==> src/rtl/dma_controller.sv <==
// Memory-to-memory block-copy engine sharing the system bus via a HOLD/HLDA handshake.
// Each byte moves in four bus cycles: source address, read, destination address, write.
module dma_controller #(
    parameter int unsigned BURST  = 1,
    parameter int unsigned ADDR_W = 16
) (
    input  logic              clk_out,
    input  logic              rst,
    input  logic              cfg_write_en,
    input  logic [1:0]        cfg_sel,
    input  logic [ADDR_W-1:0] cfg_data,
    input  logic              hlda,
    input  logic [7:0]        mem_data_in,
    output logic              hold,
    output logic              dma_out_en,
    output logic [ADDR_W-1:0] bus_out,
    output logic              mar_write_en,
    output logic              mem_write_en,
    output logic              busy,
    output logic              done
);

    localparam logic [2:0] S_IDLE     = 3'd0;
    localparam logic [2:0] S_REQ      = 3'd1;
    localparam logic [2:0] S_SRC_ADDR = 3'd2;
    localparam logic [2:0] S_READ     = 3'd3;
    localparam logic [2:0] S_DST_ADDR = 3'd4;
    localparam logic [2:0] S_WRITE    = 3'd5;
    localparam logic [2:0] S_GAP      = 3'd6;

    localparam logic [1:0] SEL_SRC   = 2'd0;
    localparam logic [1:0] SEL_DST   = 2'd1;
    localparam logic [1:0] SEL_COUNT = 2'd2;
    localparam logic [1:0] SEL_START = 2'd3;

    logic [2:0]        r_state;
    logic [2:0]        w_next;
    logic [ADDR_W-1:0] r_src;
    logic [ADDR_W-1:0] r_dst;
    logic [ADDR_W-1:0] r_count;
    logic [7:0]        r_data;
    logic              r_hold;
    logic              r_done;

    logic              w_cfg_en;
    logic              w_start;
    logic [ADDR_W-1:0] w_count_dec;
    logic              w_last;
    logic              w_hold_next;
    logic              w_done_next;
    logic [ADDR_W-1:0] w_bus_data;

    // Config writes are only honoured while idle; this also blocks a start while busy.
    assign w_cfg_en    = cfg_write_en && (r_state == S_IDLE);
    assign w_start     = w_cfg_en && (cfg_sel == SEL_START);
    assign w_count_dec = r_count - ADDR_W'(1);
    assign w_last      = (w_count_dec == '0);
    assign w_bus_data  = {{(ADDR_W-8){1'b0}}, r_data};

    // Next-state selection for the transfer sequencer.
    always_comb begin
        w_next = r_state;
        case (r_state)
            S_IDLE: begin
                if (w_start && (r_count != '0)) begin
                    w_next = S_REQ;
                end
            end
            S_REQ: begin
                if (hlda) begin
                    w_next = S_SRC_ADDR;
                end
            end
            // Losing the grant before the write strobe abandons the byte; it restarts intact.
            S_SRC_ADDR: w_next = hlda ? S_READ : S_REQ;
            S_READ:     w_next = hlda ? S_DST_ADDR : S_REQ;
            S_DST_ADDR: w_next = hlda ? S_WRITE : S_REQ;
            S_WRITE: begin
                if (w_last) begin
                    w_next = S_IDLE;
                end else if (BURST != 0) begin
                    w_next = S_SRC_ADDR;
                end else begin
                    w_next = S_GAP;
                end
            end
            S_GAP:   w_next = S_REQ;
            default: w_next = S_IDLE;
        endcase
    end

    // Hold is registered from the next state so it tracks the state without decode glitches.
    always_comb begin
        w_hold_next = (w_next == S_REQ) || (w_next == S_SRC_ADDR) || (w_next == S_READ) ||
                      (w_next == S_DST_ADDR) || (w_next == S_WRITE);
        w_done_next = (w_start && (r_count == '0)) || ((r_state == S_WRITE) && w_last);
    end

    // Sequencer state, bus request and completion pulse.
    always_ff @(posedge clk_out or posedge rst) begin
        if (rst) begin
            r_state <= S_IDLE;
            r_hold  <= 1'b0;
            r_done  <= 1'b0;
        end else begin
            r_state <= w_next;
            r_hold  <= w_hold_next;
            r_done  <= w_done_next;
        end
    end

    // Address and count registers: loaded by config, advanced after each completed write.
    always_ff @(posedge clk_out or posedge rst) begin
        if (rst) begin
            r_src   <= '0;
            r_dst   <= '0;
            r_count <= '0;
        end else if (r_state == S_WRITE) begin
            r_src   <= r_src + ADDR_W'(1);
            r_dst   <= r_dst + ADDR_W'(1);
            r_count <= w_count_dec;
        end else if (w_cfg_en) begin
            case (cfg_sel)
                SEL_SRC:   r_src   <= cfg_data;
                SEL_DST:   r_dst   <= cfg_data;
                SEL_COUNT: r_count <= cfg_data;
                default:   ;
            endcase
        end
    end

    // Byte buffer captured at the end of the read cycle.
    always_ff @(posedge clk_out or posedge rst) begin
        if (rst) begin
            r_data <= 8'h00;
        end else if (r_state == S_READ) begin
            r_data <= mem_data_in;
        end
    end

    // Moore decode of the bus-side outputs; the bus is zero whenever it is not driven.
    always_comb begin
        dma_out_en   = 1'b0;
        bus_out      = '0;
        mar_write_en = 1'b0;
        mem_write_en = 1'b0;
        case (r_state)
            S_SRC_ADDR: begin
                dma_out_en   = 1'b1;
                bus_out      = r_src;
                mar_write_en = 1'b1;
            end
            S_DST_ADDR: begin
                dma_out_en   = 1'b1;
                bus_out      = r_dst;
                mar_write_en = 1'b1;
            end
            S_WRITE: begin
                dma_out_en   = 1'b1;
                bus_out      = w_bus_data;
                mem_write_en = 1'b1;
            end
            default: ;
        endcase
    end

    assign hold = r_hold;
    assign busy = (r_state != S_IDLE);
    assign done = r_done;

endmodule

==> config.mk <==
export PLATFORM = sky130hd
export DESIGN_NAME = dma_controller
export DESIGN_NICKNAME = d
export VERILOG_FILES = /design/src/rtl/dma_controller.sv
export SDC_FILE = /design/constraint.sdc
export NUM_CORES = 1
export LEC_CHECK = 0
export BUFFER_PORTS_ARGS = -buffer_cell sky130_fd_sc_hd__buf_2
export CAP_MARGIN = 20
export CORE_AREA = 10 10 99 101
export CTS_BUF_LIST = sky130_fd_sc_hd__clkbuf_16
export DETAILED_ROUTE_END_ITERATION = 10
export DIE_AREA = 0 0 109 111
export GPL_TIMING_DRIVEN = 0
export HOLD_SLACK_MARGIN = 0.1
export PLACE_DENSITY = 0.79
export SLEW_MARGIN = 20
export SYNTH_ARGS = -nofsm -noshare
export SYNTH_HDL_FRONTEND = slang
export SYNTH_SLANG_ARGS = --single-unit
export TNS_END_PERCENT = 1
==> constraint.sdc <==
create_clock -name clk_out -period 3.2 [get_ports clk_out]
set_input_delay 0.48 -clock clk_out [delete_from_list [all_inputs] [get_ports clk_out]]
set_output_delay 0.48 -clock clk_out [all_outputs]
set_load 0.005 [all_outputs]
==> impl_metrics.py, run 1 <==
metrics = {
    "timing": {
        "max-slew-margin-rel_pct": 42.32,
        "worst_slack_ns": 0.2566,
        "holdWs_ns": 0.1344,
        "min_period_ns": 2.943,
        "slew_violations": 0,
        "post-route-period-util_pct": 91.98,
        "setup_viol": 0,
        "tightest_slew_ns": 0.8572,
        "grt_setup_unrepaired": "false",
        "fmax_ghz": 0.3397,
        "final.setup_skew_ns": 0.004212,
        "tns_ns": 0,
        "finalHoldViolCount": 0,
    },
    "critical_path": {
        "critPathCaptureType": "output pin",
        "crit_arrival_ns": 2.46,
        "slowest_stage": "clkbuf_1",
        "crit_top_cell": "clkbuf_1",
        "critical_path.max_fanout": 10,
        "crit_chain": "clkbuf_1 > nand3b_1 > inv_1 > clkbuf_1 > clkbuf_2 > buf_2",
        "worstPathRequired_ns": 2.72,
        "cp-startpoint": "r_state[0]$_DFF_PP0_",
        "cpPeakStageDelay_ns": 0.40,
        "startpoint_type": "register",
        "worstSetupPathType": "register to output pin",
        "rr_startpoint": "r_state[0]$_DFF_PP0_",
    },
    "global_route": {
        "grt_first_pass_wirelength_mm": 18.95,
        "grt_pass1_vias": 3634,
        "grt_max_degree": 34,
        "grt_overflow": 0,
        "antenna_found_initial": 0,
        "track_usage_pct": 19.38,
    },
    "routing": {
        "route.met2.wl_mm": 5.149,
        "drtAntennaViolNets": 0,
        "wl_met1_mm": 5.039,
        "finalWirelength_mm": 11.66,
        "drt_first_pass_iters": 5,
        "vias_per_cell": 6.249,
        "vias": 3887,
        "top_layer_used": "met4",
        "drt_iter0_markers": 387,
        "drc_errors": 0,
        "dr_wl_met3_mm": 1.037,
        "wl_per_cell_um": 18.75,
    },
    "logic_synthesis": {
        "ys.flop_type": "dfrtp_1",
        "ys_warn_count": 0,
        "seq_area_frac_synth_pct": 39.87,
        "synth.avg_cell_area_um2": 8.489,
        "synth_xor_area_share_pct": 1.373,
        "synthAdderAreaFrac_pct": 1.307,
        "synthCells": 451,
        "syn_nets": 485,
        "synthMuxAreaShare_pct": 5.033,
        "synth_area_um2": 3829,
        "synth.area.top_cells": "dfrtp_1, nor2_1, o21ai_0",
        "async_reset_ff_share_pct": 100.0,
        "synth_compound_area_share_pct": 22.45,
        "synth_top_family_by_area": "simple AND/OR/NAND/NOR gates",
        "synth_top_cell_by_area": "dfrtp_1",
        "synth-seq-cells": 61,
        "yosysTopAreaCellShare_pct": 39.87,
        "synth-edff-count": 0,
        "ys_types": 55,
        "synth-simple-area-share_pct": 24.44,
    },
    "pwr": {
        "swShare_pct": 41.27,
        "power.leakage_nw": 1.832,
        "power_density_nw_per_um2": 898.9,
        "p_clk_share_pct": 20.8,
        "p_int_mw": 2.371,
        "power_frac_seq_pct": 38.4,
        "p_switching_mw": 1.666,
        "combPwrFrac_pct": 40.8,
        "finalPower_mw": 4.037,
        "ir_drop_v": 0.0004925,
    },
    "final_layout": {
        "fillers": 732,
        "nets": 548,
        "fin_util_pct": 56.35,
        "drive_gt1_share_pct": 20.31,
        "synthToLayoutAreaGrowth_pct": 17.29,
        "antenna-diode-count": 0,
    },
    "clocking": {
        "clock_path_buffers": 2,
        "cts-root-buf": "clkbuf_16",
        "tritoncts": "built",
        "cts.htree.levels": 3,
        "cts.clk_slew.worst_paths_ns": 0.05,
        "numCtsBuffers": 9,
        "clock_latency_ns": 0.33,
        "clkSinkCount": 61,
    },
    "run": {
        "maxCapViolCount": 0,
    },
    "hold_path": {
        "hp-class": "input port to async pin",
    },
    "floorplan": {
        "io_pins": 52,
        "start_util_pct": 48.05,
        "core_um2": 7969,
        "fp.dieH_um": 111,
        "die_area_um2": 12100,
        "rows": 33,
        "die_w_um": 109,
    },
    "place": {
        "hpwl_mm": 8.427,
        "portBuffers": 51,
        "place_ws_ns": 0.4791,
        "place.gp.congestion": 0.9094,
    },
    "run_status": {
        "status": "finished, final reports clean",
    },
}
[registers in the layout, indices dropped and copies added (netlist names)]
name     flops
done         1
hold         1
r_count     16
r_data       8
r_dst       16
r_src       16
r_state      3
[timing repair]
action,CTS,global route
hold buffers,0,0
setup buffers,0,0
endpoints found under the setup margin,0,1
gates resized for setup,0,1
[kinds of logic (layout without fill, tap and decap cells)]
family | after synthesis | count (layout)
flip-flops | 61 | 61
AND/OR/NAND/NOR | 190 | 190
multiplexers | 18 | 18
adder cells (fa/ha/maj) | 4 | 4
AO/OA/AOI/OAI | 130 | 130
buffers and inverters | 42 | 108
XOR/XNOR | 6 | 6
[stage by stage]
stage / cell area (µm²) / std cells
finish: 4491 / 622
global route: 4491 / 622
CTS: 4484 / 622
detailed placement: 4238 / 608
global placement: 4215 / 607
floorplan: 3829 / 451
[worst max-delay path: cells and delay by family, from the launching register on]
family / cells / cell delay [ns]
and+or+nand+nor: 1 / 0.39
buffers and inverters: 5 / 1.41
DFF: 1 / 0.32
[synth_stat cells (10+ instances only)]
| master | n |
|---|---|
| a311oi_1 | 12 |
| inv_1 | 13 |
| nand2_1 | 48 |
| clkbuf_1 | 14 |
| a21oi_1 | 32 |
| o21ai_0 | 36 |
| nor2_1 | 61 |
| a211oi_1 | 12 |
| nand3_1 | 22 |
| mux2_2 | 10 |
| nor3_1 | 11 |
| dfrtp_1 | 61 |
[cell usage in the layout, fill, tap and decap left out, types with 10 or more instances in the layout]
cell type,instances
nand3_1,22
nand2_1,48
nor3_1,11
dfrtp_1,61
mux2_2,10
buf_2,57
a311oi_1,12
a211oi_1,12
a21oi_1,32
inv_1,13
clkbuf_1,14
nor2_1,61
o21ai_0,36
[layout make-up]
cell class,count,area [µm²],share of cell area [%]
Sequential cell,61,1526,33.99
Clock buffer,9,225.2,5.015
Timing Repair Buffer,52,275.3,6.130
Multi-Input combinational cell,348,2096,46.67
Clock inverter,5,21.27,0.4737
Buffer,29,163.9,3.650
Tap cell,105,131.4,2.926
Inverter,13,51.30,1.142
[layer usage]
layer	vias up	track usage [%]
met1	1874	26.78
met5	-	0
met2	194	27.81
met4	0	9.235
li1	1788	-
met3	31	4.070
[power groups by stage]
stage / sequential [mW] / combinational, mW / clock (mW)
3_3_place_gp: 1.53 / 1.57 / 0
6_report: 1.55 / 1.65 / 0.838
5_1_grt: 1.60 / 1.84 / 0.880
2_1_floorplan: 1.43 / 1.22 / 0
3_5_place_dp: 1.54 / 1.62 / 0
4_1_cts: 1.54 / 1.64 / 0.839
[path summary, 6_finish.rpt]
| kind | endpoint | slack [ns] | cells past startpoint |
|---|---|---|---|
| worst min-delay path | r_dst[12]$_DFFE_PP0P_ | 0.13 | 2 |
| worst min register to register | r_data[5]$_DFFE_PP0N_ | 0.50 | 1 |
| worst max-delay path | mem_write_en | 0.26 | 6 |
| worst max register to register | r_src[9]$_DFFE_PP0P_ | 0.58 | 8 |
| min in group clk_out | r_data[7]$_DFFE_PP0N_ | 0.38 | 2 |
| max in group asynchronous | done$_DFF_PP0_ | 2.55 | 3 |
Power figures use the tool's default switching activity.
==> inputs of run 2 (changes only) <==
- REMOVE_ABC_BUFFERS: default -> 1
==> impl_metrics.py, run 2 (synthesis gave the netlist of run 1 again) <==
metrics = {
    "run_status": {
        "status": "finished, final reports clean",
    },
    "floorplan": {
        "die_area_um2": 12100,
        "rows": 33,
        "core_um2": 7969,
        "start_util_pct": 48.05,
        "fp.dieH_um": 111,
        "io_pins": 52,
        "die_w_um": 109,
    },
    "timing": {
        "tightest_slew_ns": 0.9818,
        "tns_ns": 0,
        "max-slew-margin-rel_pct": 34.40,
        "grt_setup_unrepaired": "false",
        "min_period_ns": 2.913,
        "finalHoldViolCount": 0,
        "post-route-period-util_pct": 91.02,
        "final.setup_skew_ns": 0.004940,
        "fmax_ghz": 0.3433,
        "slew_violations": 0,
        "setup_viol": 0,
    },
    "global_route": {
        "grt_pass1_vias": 3686,
        "grt_overflow": 0,
        "grt_max_degree": 54,
        "grt_first_pass_wirelength_mm": 18.35,
        "track_usage_pct": 18.49,
        "antenna_found_initial": 0,
    },
    "final_layout": {
        "multiInputGateArea_um2": 2091,
        "regArea_um2": 1528,
        "fillers": 731,
        "layout_common_cells": "nor2_1, dfrtp_1, buf_2, nand2_1, o21ai_0",
        "fin_util_pct": 55.20,
        "top_regs": "r_count (16), r_dst (16), r_src (16)",
        "synthToLayoutAreaGrowth_pct": 14.90,
        "antenna-diode-count": 0,
        "final_common_cell": "nor2_1",
        "drive_gt1_share_pct": 19.68,
        "nets": 522,
    },
    "clocking": {
        "post_cts_buffers": 0,
        "numCtsBuffers": 9,
        "cts.htree.levels": 3,
        "tritoncts": "built",
        "cts-root-buf": "clkbuf_16",
        "clock_latency_ns": 0.33,
        "clock_path_buffers": 2,
        "clkSinkCount": 61,
        "cts.clk_slew.worst_paths_ns": 0.05,
    },
    "routing": {
        "vias": 3753,
        "wl_per_cell_um": 18.58,
        "drc_errors": 0,
        "drt_first_pass_iters": 5,
        "drtAntennaViolNets": 0,
        "vias_per_cell": 6.276,
        "drt_iter0_markers": 303,
        "finalWirelength_mm": 11.11,
    },
    "hold_path": {
        "whs_path_depth": 2,
        "hold_start": "mem_data_in[4]",
        "hp-class": "input port to register",
    },
    "critical_path": {
        "worstPathRequired_ns": 2.72,
        "critical_path.max_fanout": 48,
        "cp-startpoint": "r_state[0]$_DFF_PP0_",
        "rr_startpoint": "r_state[0]$_DFF_PP0_",
        "crit_arrival_ns": 2.43,
        "critPathCaptureType": "output pin",
        "startpoint_type": "register",
        "worstSetupPathType": "register to output pin",
        "reg2reg_depth": 5,
        "cpPeakStageDelay_ns": 0.73,
        "crit_chain": "nand3b_1 > buf_6 > inv_2 > buf_2",
        "slowest_stage": "dfrtp_2",
    },
    "pwr": {
        "p_int_mw": 2.405,
        "power_frac_seq_pct": 41.4,
        "power_density_nw_per_um2": 923.9,
        "p_clk_share_pct": 23.4,
        "combPwrFrac_pct": 35.3,
        "ir_drop_v": 0.0003833,
        "power.leakage_nw": 1.783,
        "swShare_pct": 40.83,
        "p_switching_mw": 1.659,
    },
    "place": {
        "hpwl_mm": 7.770,
        "portBuffers": 51,
        "place.gp.congestion": 0.9511,
    },
    "run": {
        "maxCapViolCount": 0,
    },
}
[run 2: cell types whose count changed in the layout (fill, tap and decap cells not counted), moves of 2 or more]
cell / before / now
buf_2: 57 / 51
clkbuf_1: 14 / 0
buf_6: 4 / 2
buf_12: 2 / 0
buf_1: 3 / 0
[run 2: metrics by stage]
step | instance area [µm²] | setup WS, ns | cells | hold WS [ns] | power (mW)
after floorplan | 3666 | -0.1837 | 422 | 0.4764 | 2.574
after global placement | 4053 | -1.516 | 578 | 0.4908 | 2.995
after detailed placement | 4105 | 0.2767 | 581 | 0.3915 | 3.096
after CTS | 4399 | 0.2842 | 598 | 0.3749 | 4.050
after global routing | 4399 | 0.1337 | 598 | 0.3837 | 4.343
final | 4399 | 0.2874 | 598 | 0.3736 | 4.064
[run 2: critical path, delay by kind of cell, from the launching register on]
family / cells / cell delay [ns]
buf+inv: 3 / 1.08
flops: 1 / 0.73
simple gates: 1 / 0.28
[run 2: path summary, 6_finish.rpt]
check                                   endpoint  slack, ns
setup / recovery                    mem_write_en       0.29
hold / removal             r_data[4]$_DFFE_PP0N_       0.37
setup reg to reg            r_src[4]$_DFFE_PP0P_       0.57
hold reg to reg            r_data[0]$_DFFE_PP0N_       0.50
max in group asynchronous   r_state[0]$_DFF_PP0_       2.10
min in group asynchronous  r_data[7]$_DFFE_PP0N_       0.59
[run 2: power groups by stage]
stage	Clock, mW	Combinational (mW)	Sequential [mW]
final	0.949	1.43	1.68
after global routing	0.980	1.62	1.75
after CTS	0.947	1.44	1.66
after detailed placement	0	1.43	1.67
after global placement	0	1.36	1.64
after floorplan	0	1.06	1.52
[run 2: routing by layer]
metal | up-vias | global-route usage, % | part of all wire, %
li1 | 1728 | - | -
met1 | 1870 | 23.24 | 41
met2 | 143 | 29.89 | 50
met3 | 12 | 3.953 | 7.2
met4 | 0 | 7.124 | 1.5
met5 | - | 0 | 0
[run 2: area by class of cell]
type                       instances  area share (%)
multi-input combinational        348           47.53
sequential                        61           34.73
timing repair buffer              55           7.167
clock buffer                       9           5.119
tap                              105           2.986
clock inverter                     7           1.308
inverter                          13           1.166
[run 2: repair_timing]
| action | in CTS | in global routing |
|---|---|---|
| endpoints found under the setup margin | 1 | 0 |
| hold buffers | 1 | 0 |
| endpoints found under the hold margin | 8 | 0 |
| resized for setup | 1 | 0 |
